--- config.mk ---
export PLATFORM = sky130hd
export DESIGN_NAME = dds_ser_load
export DESIGN_NICKNAME = d
export VERILOG_FILES = /design/src/rtl/dds_ser_load.sv
export SDC_FILE = /design/constraint.sdc
export NUM_CORES = 1
export LEC_CHECK = 0
export BUFFER_PORTS_ARGS = -buffer_cell sky130_fd_sc_hd__buf_2
export CELL_PAD_IN_SITES_DETAIL_PLACEMENT = 0
export CELL_PAD_IN_SITES_GLOBAL_PLACEMENT = 1
export CORE_MARGIN = 2
export CORE_UTILIZATION = 47
export CTS_BUF_LIST = sky130_fd_sc_hd__clkbuf_16
export CTS_CLUSTER_SIZE = 30
export DETAILED_ROUTE_END_ITERATION = 7
export PLACE_DENSITY_LB_ADDON = 0.1
export SYNTH_ARGS = -nofsm -noshare
export SYNTH_HDL_FRONTEND = slang
export SYNTH_SLANG_ARGS = --single-unit
--- constraint.sdc ---
create_clock -name ddsclkin -period 3.8 [get_ports ddsclkin]
set_input_delay 0.19 -clock ddsclkin [delete_from_list [all_inputs] [get_ports ddsclkin]]
set_output_delay 0.19 -clock ddsclkin [all_outputs]
set_load 0.005 [all_outputs]
--- src/rtl/dds_ser_load.sv ---
// dds_ser_load: serial-mode init and 40-bit word loader for an AD985x-style DDS.
// Every pin-facing output is a flop, loaded from the next-cycle state so that the pins never glitch.
module dds_ser_load #(
    parameter int DIV     = 2,
    parameter int RST_CYC = 8
) (
    input  logic        ddsclkin,
    input  logic        rst_n,
    input  logic        init,
    input  logic        load,
    input  logic [31:0] freq_word,
    input  logic [4:0]  phase,
    output logic        busy,
    output logic        done,
    output logic        ddsreset,
    output logic        ddswclk,
    output logic        ddsfqud,
    output logic        ddsdata
);
    typedef enum logic [2:0] {IDLE, RST, ENW, ENF, SHIFT, UPD, FIN} state_t;

    localparam logic [8:0] D  = 9'(DIV);
    localparam logic [8:0] P2 = 9'(2 * DIV - 1);
    localparam logic [8:0] RC = 9'(RST_CYC);
    localparam logic [8:0] RL = 9'(RST_CYC + DIV - 1);

    state_t      state, nxt;
    logic [8:0]  cnt, cnt_d;
    logic [5:0]  bitcnt, bit_d;
    logic [39:0] sr, sr_d;
    logic        last, reset_d, wclk_d, fqud_d, data_d;

    assign last = cnt == ((state == RST) ? RL : P2);

    always_ff @(posedge ddsclkin or negedge rst_n) begin
        if (!rst_n) begin
            state    <= IDLE;
            cnt      <= '0;
            bitcnt   <= '0;
            sr       <= '0;
            ddsreset <= 1'b0;
            ddswclk  <= 1'b0;
            ddsfqud  <= 1'b0;
            ddsdata  <= 1'b0;
        end else begin
            state    <= nxt;
            cnt      <= cnt_d;
            bitcnt   <= bit_d;
            sr       <= sr_d;
            ddsreset <= reset_d;
            ddswclk  <= wclk_d;
            ddsfqud  <= fqud_d;
            ddsdata  <= data_d;
        end
    end

    always_comb begin
        nxt   = state;
        cnt_d = cnt + 9'd1;
        bit_d = bitcnt;
        sr_d  = sr;
        case (state)
            IDLE: begin
                if (init) begin
                    nxt = RST;
                end else if (load) begin
                    nxt   = SHIFT;
                    sr_d  = {phase, 3'b000, freq_word};
                    bit_d = '0;
                end
            end
            RST:   nxt = last ? ENW : RST;
            ENW:   nxt = last ? ENF : ENW;
            ENF:   nxt = last ? FIN : ENF;
            SHIFT: begin
                if (last && bitcnt == 6'd39) begin
                    nxt = UPD;
                end else if (last) begin
                    bit_d = bitcnt + 6'd1;
                    sr_d  = {1'b0, sr[39:1]};
                end
            end
            UPD:     nxt = last ? FIN : UPD;
            FIN:     nxt = IDLE;
            default: nxt = IDLE;
        endcase
        // the phase counter restarts on every state change and at every bit boundary
        if (nxt != state || state == IDLE || (state == SHIFT && last))
            cnt_d = '0;
    end

    always_comb begin
        reset_d = nxt == RST && cnt_d < RC;
        wclk_d  = (nxt == ENW && cnt_d < D) || (nxt == SHIFT && cnt_d >= D);
        fqud_d  = (nxt == ENF || nxt == UPD) && cnt_d < D;
        data_d  = (nxt == SHIFT) ? sr_d[0] : ddsdata;
        busy    = state != IDLE && state != FIN;
        done    = state == FIN;
    end
endmodule

==> results of run 1 <==
-- critical path, stage by stage, from the launching register on --
cell     delay (ns)
dfrtp_1        0.65
nor3b_1        0.38
mux2i_1        0.46
and4_4         0.63
nor2_4         0.26
a21o_1         0.24
-- worst paths after layout --
check / start / end / slack, ns / depth (start not counted)
max in group asynchronous: rst_n / bitcnt[0] / 2.48 / 3
setup reg to reg: state[0] / sr[31] / 1.05 / 5
min in group asynchronous: rst_n / ddsfqud / 0.43 / 2
hold reg to reg: sr[33] / sr[32] / 0.48 / 2
hold / removal: phase[4] / sr[39] / 0.05 / 3
setup / recovery: state[0] / sr[31] / 1.05 / 5
-- cell families after synthesis --
| kind of cell | synth area share, % |
|---|---|
| buffers and inverters | 4.67 |
| DFF | 50.8 |
| adders and majority gates | 0.819 |
| xor gates and xnor gates | 2.29 |
| muxes | 1.02 |
| AOI/OAI and AO/OA | 25.5 |
| and+or+nand+nor | 14.9 |
-- registers in the layout (all words and copies together), names as in the netlist --
name	flops
bitcnt	6
sr	40
ddsdata	1
ddsreset	1
state	3
cnt	9
ddswclk	1
ddsfqud	1
-- cell usage in the layout (no fill, tap or decap), types with 4 or more instances in the layout --
cell,Yosys,routed
dfrtp_1,62,62
buf_2,9,46
a21o_1,36,36
a22o_1,35,35
nand2_1,20,20
nor2_1,17,17
nand3_1,12,12
clkbuf_16,0,9
inv_1,7,8
o21ai_0,8,8
xnor2_1,6,6
a21oi_1,6,6
or3_1,6,6
and3_1,4,4
nand4_1,4,4
-- power by group --
group          internal (W)  switching (W)  total, W
logic              0.000334       0.000371  0.000705
registers          0.000913       0.000199   0.00111
clock network      0.000503       0.000286  0.000789
-- routing by layer --
metal | GRT usage [%] | wire (um)
met1 | 28.7 | 3240
met2 | 28.1 | 2970
met3 | 4.33 | 232
met4 | 8.51 | 93
met5 | 0 | 0
-- through the flow --
stage	setup slack, ns	hold slack (ns)	power (W)	instance area [sq um]
finish	1.05	0.0549	0.00261	3590
global route	0.777	0.0912	0.00279	3590
CTS	1.04	0.0551	0.00263	3590
detailed placement	1.04	0.259	0.00183	3290
global placement	1.15	0.247	0.00180	3290
floorplan	1.61	-0.106	0.00164	3050
-- layout make-up --
cell class / count / area (sq um)
Sequential cell: 62 / 1550
Tap cell: 77 / 96.3
Clock inverter: 7 / 66.3
Fill cell: 570 / 2730
Timing Repair Buffer: 49 / 255
Clock buffer: 9 / 225
Multi-Input combinational cell: 198 / 1370
Inverter: 7 / 26.3
-- what timing repair did --
| action | 4_1_cts | 5_1_grt |
|---|---|---|
| hold endpoints to repair | 27 | 0 |
| gates resized for setup | 0 | 0 |
| hold buffers | 1 | 0 |
==> metrics, run 1 <==
status finished, final reports clean; Post-synth top cells dfrtp_1 (62), a21o_1 (36), a22o_1 (35); critical path class reg2reg; Netlist Area Pre-Place slightly above 3000 sq um; Seq/Total Area, Yosys 50.8%; Cells after DPL slightly below 400; Setup crit start kind flop; clock buffer count from CTS 9; top-count cell post-synth dfrtp_1; area leader, netlist dfrtp_1; largest net degree at the start of global routing 41; Hold/Removal Path Class in2reg; Rel. slew slack 47.0%; global route overflow 0; vias in the first global route between 2000 and 2500; Pleak 1.89 nW; worst slew pin tran just under 0.8 ns; max-cap check violation count 0; Wirelength per Cell 16.0 um; clock skew approximately 0.0079 ns; post-DP HPWL 4220 um; Reg clk slew, reported paths 0.05 ns; num rows 29; number of vias per cell 5.75; CTS tree done; Routability Congestion 0.775; Hold Vio Cnt, Final 0; crit path DAT 2.96 ns; layout net count between 300 and 400; Primary FF master, synth dfrtp_1; Port Buffers 46; Core ar. about 6300 sq um; root buf cell clkbuf_16; post-synth top area share 50.8%; Fmax approximately 0.36 GHz; H-tree depth 3; top post-synthesis cells by area dfrtp_1 (51%), a22o_1 (10%), a21o_1 (8.8%); CP max FO 40; PD cells 726 nW/um^2; Final setup viols 0; Syn. warnings 0; Num Clock Sinks 62; Final ANT Viol Nets 0; DRC viols 0; Tot GR Track Use approximately a fifth; n_diodes 0; Critical Path RT 4.01 ns; initial DRC count 97; post-route clock period utilization 72.5%; crit path time final between 2 and 3 ns; Synth Instances 289; clock latency on the worst-skew pair 0.32 ns; Final Util 56.8%; Synth Area per Inst 10.6 sq um; setup_tns 0 ns; Netlist cell types 50; Post-synth EDFFs 0; routed wire length between 6000 and 7000 um; Synth Register Bits 62; I/O pin total 47; die width 84.6 um; 1st-pass router iterations 4; DR vias between 2000 and 2500; Die Area 7160 sq um; share of cells above drive strength 1 20.8%; Synth-to-Final Area Change 17.5%; initial antenna violation count 0; largest buffer count on any clock path 2; Post-Layout Cell Count 409; Syn Nets 332; Critical Path End Type flop; first-pass GRT wire length 11100 um; RSZ-0062 raised after global routing no; Die H 84.6 um; setup repair bufs after CTS 0; Initial Utilization 48.4%; FFs w/ async S/R, synth between 90% and 100%; Slew Viols, Final 0; Peak supply drop 0.378 mV
Power figures use the tool's default switching activity.
==> run 2: changes to the inputs <==
--- a/config.mk
+++ b/config.mk
@@ -9,7 +9,7 @@
 export CELL_PAD_IN_SITES_DETAIL_PLACEMENT = 0
 export CELL_PAD_IN_SITES_GLOBAL_PLACEMENT = 1
 export CORE_MARGIN = 2
-export CORE_UTILIZATION = 47
+export CORE_UTILIZATION = 40
 export CTS_BUF_LIST = sky130_fd_sc_hd__clkbuf_16
 export CTS_CLUSTER_SIZE = 30
 export DETAILED_ROUTE_END_ITERATION = 7
==> constraint.sdc (replaced) <==
create_clock -name ddsclkin -period 2.34 [get_ports ddsclkin]
set_input_delay 0.117 -clock ddsclkin [delete_from_list [all_inputs] [get_ports ddsclkin]]
set_output_delay 0.117 -clock ddsclkin [all_outputs]
set_load 0.005 [all_outputs]
==> metrics, run 2 (synthesized netlist as in run 1, its figures left out) <==
status finished, final reports clean; n_diodes 0 (unchanged); Max stage delay on crit path 0.64 ns (about the same); FF/Latch Area 1550 sq um (unchanged); number of vias per cell 5.41 (-5.8%); largest buffer count on any clock path 2 (unchanged); Hold Vio Cnt, Final 0 (unchanged); Sw Share 33.8% (+0.96 points); Combinational Power Share 30.7% (+3.6 points); max-cap check violation count 0 (unchanged); crit path from bitcnt[0]; Reg power frac 41.3% (-1.4 points); first-pass GRT wire length 11500 um (+3.7%); Pint 0.00281 W (+61%); Wirelength per Cell 15.3 um (-4.1%); clock latency on the worst-skew pair 0.33 ns (about the same); DRC viols 0 (unchanged); setup_tns 0 ns (unchanged); Fill cells 685 (+20%); most frequent cells in the layout dfrtp_1 (62), buf_2 (46), a21o_1 (36), a22o_1 (35), nand2_1 (20); 1st-pass router iterations 4 (unchanged); critical-path cell list ha_1, nand2_1, or4b_1, and4_4, buf_12, a22o_1, a21o_1; I/O pin total 47 (unchanged); max reg flops 40 (unchanged); DR vias 2398 (+2.0%); clock skew 0.00418 ns (-0.00376 ns); crit path DAT 2.44 ns (-0.52 ns); RSZ-0062 raised after global routing no; Synth-to-Final Area Change 21.8%; initial DRC count 114 (+18%); Final Util 50.7% (-6.1 points); CP max FO 39 (-2.5%); Final ANT Viol Nets 0 (unchanged); Core ar. 7330 sq um (+16%); crit path time final 2.22 ns (-0.534 ns); critical path class reg2reg; layout net count 382 (+3.2%); post-DP HPWL 4540 um (+7.7%); H-tree depth 3 (unchanged); Clk pwr share 28.0% (-2.3 points); Initial Utilization 41.7% (-6.7 points); Critical-path top delay cell or4b_1; most common cell after layout, fill and taps aside dfrtp_1; CTS tree done; global route overflow 0 (unchanged); switching pwr 0.00143 W (+68%); Port Buffers 46 (unchanged); clock buffer count from CTS 9 (unchanged); worst slew pin tran 0.666 ns (-0.128 ns); Reg clk slew, reported paths 0.05 ns (about the same); die width 91.4 um (+8.0%); routed wire length 6790 um (+3.9%); Final setup viols 0 (unchanged); Routability Congestion 0.779 (+0.41%); Num Clock Sinks 62 (unchanged); Top reg by flops sr; post-route clock period utilization 94.8% (+22 points); Slew Viols, Final 0 (unchanged); Critical Path End Type flop; vias in the first global route 2358 (+2.7%); Peak supply drop 0.407 mV (+7.6%); initial antenna violation count 0 (unchanged); root buf cell clkbuf_16; reg2reg start bitcnt[0]; Die Area 8350 sq um (+17%); largest net degree at the start of global routing 40 (-2.4%); Pleak 1.95 nW (+2.8%); num rows 31 (+6.9%); Critical Path RT 2.56 ns (-1.45 ns); Rel. slew slack 55.6% (+8.6 points); Tot GR Track Use 17.2% (-2.4 points); HP Start init; PD cells 1140 nW/um^2 (+57%); Fmax 0.451 GHz (+24%); Hold/Removal Path Class in2reg; multi-input logic area 1370 sq um (unchanged); share of cells above drive strength 1 23.0% (+2.2 points); Setup crit start kind flop; Die H 91.4 um (+8.0%); biggest regs sr x40, cnt x9, bitcnt x6
[run 2: metrics by stage]
stage / worst slack, ns / hold WS [ns] / total power [W] / std cells / area [sq um]
2_1_floorplan: 0.150 / -0.179 / 0.00266 / 289 / 3050
3_3_place_gp: 0.200 / 0.183 / 0.00307 / 425 / 3430
3_5_place_dp: 0.140 / 0.188 / 0.00308 / 425 / 3430
4_1_cts: 0.134 / 0.0631 / 0.00430 / 443 / 3720
5_1_grt: 0.0158 / 0.0933 / 0.00456 / 443 / 3720
6_report: 0.121 / 0.0602 / 0.00425 / 443 / 3720
[run 2: metal layers]
layer  part of all wire (%)  global-route usage [%]  vias to the layer above
li1                       -                       -                     1174
met1                     52                    25.7                     1174
met2                     43                    24.4                       44
met3                    3.7                    3.57                        6
met4                    1.3                    6.44                        0
met5                      0                       0                        -
[run 2: power by group through the flow]
| stage | Combinational (W) | Clock (W) | Sequential, W |
|---|---|---|---|
| final | 0.00130 | 0.00119 | 0.00175 |
| after global routing | 0.00148 | 0.00127 | 0.00181 |
| after CTS | 0.00132 | 0.00122 | 0.00176 |
| after detailed placement | 0.00131 | 0 | 0.00177 |
| after global placement | 0.00130 | 0 | 0.00176 |
| after floorplan | 0.000970 | 0 | 0.00169 |
[run 2: worst paths after layout]
| path | to | slack [ns] | cells after the start |
|---|---|---|---|
| setup / recovery | sr[1] | 0.12 | 7 |
| hold / removal | ddsreset | 0.06 | 3 |
| setup reg to reg | sr[1] | 0.12 | 7 |
| hold reg to reg | sr[30] | 0.47 | 1 |
| max in group asynchronous | sr[4] | 1.33 | 3 |
| min in group asynchronous | ddsreset | 0.36 | 2 |
[run 2: final cells by class]
type | instances | area share, %
Clock buffer | 9 | 6.05
Inverter | 7 | 0.706
Clock inverter | 7 | 1.11
Tap cell | 99 | 3.33
Timing Repair Buffer | 61 | 10.4
Sequential cell | 62 | 41.7
Multi-Input combinational cell | 198 | 36.7
[run 2: worst max-delay path, delay by kind of cell, from the launching register on]
family / cells / cell delay, ns
and+or+nand+nor: 3 / 0.98
DFF: 1 / 0.40
AOI/OAI and AO/OA: 2 / 0.35
adders and majority gates: 1 / 0.19
buffers and inverters: 1 / 0.17
[run 2: what timing repair did]
action                                  in CTS  in global routing
resized for setup                            0                  1
hold endpoints to repair                    25                  0
setup buffers                                0                  0
endpoints found under the setup margin       0                  1
hold buffers                                 2                  0
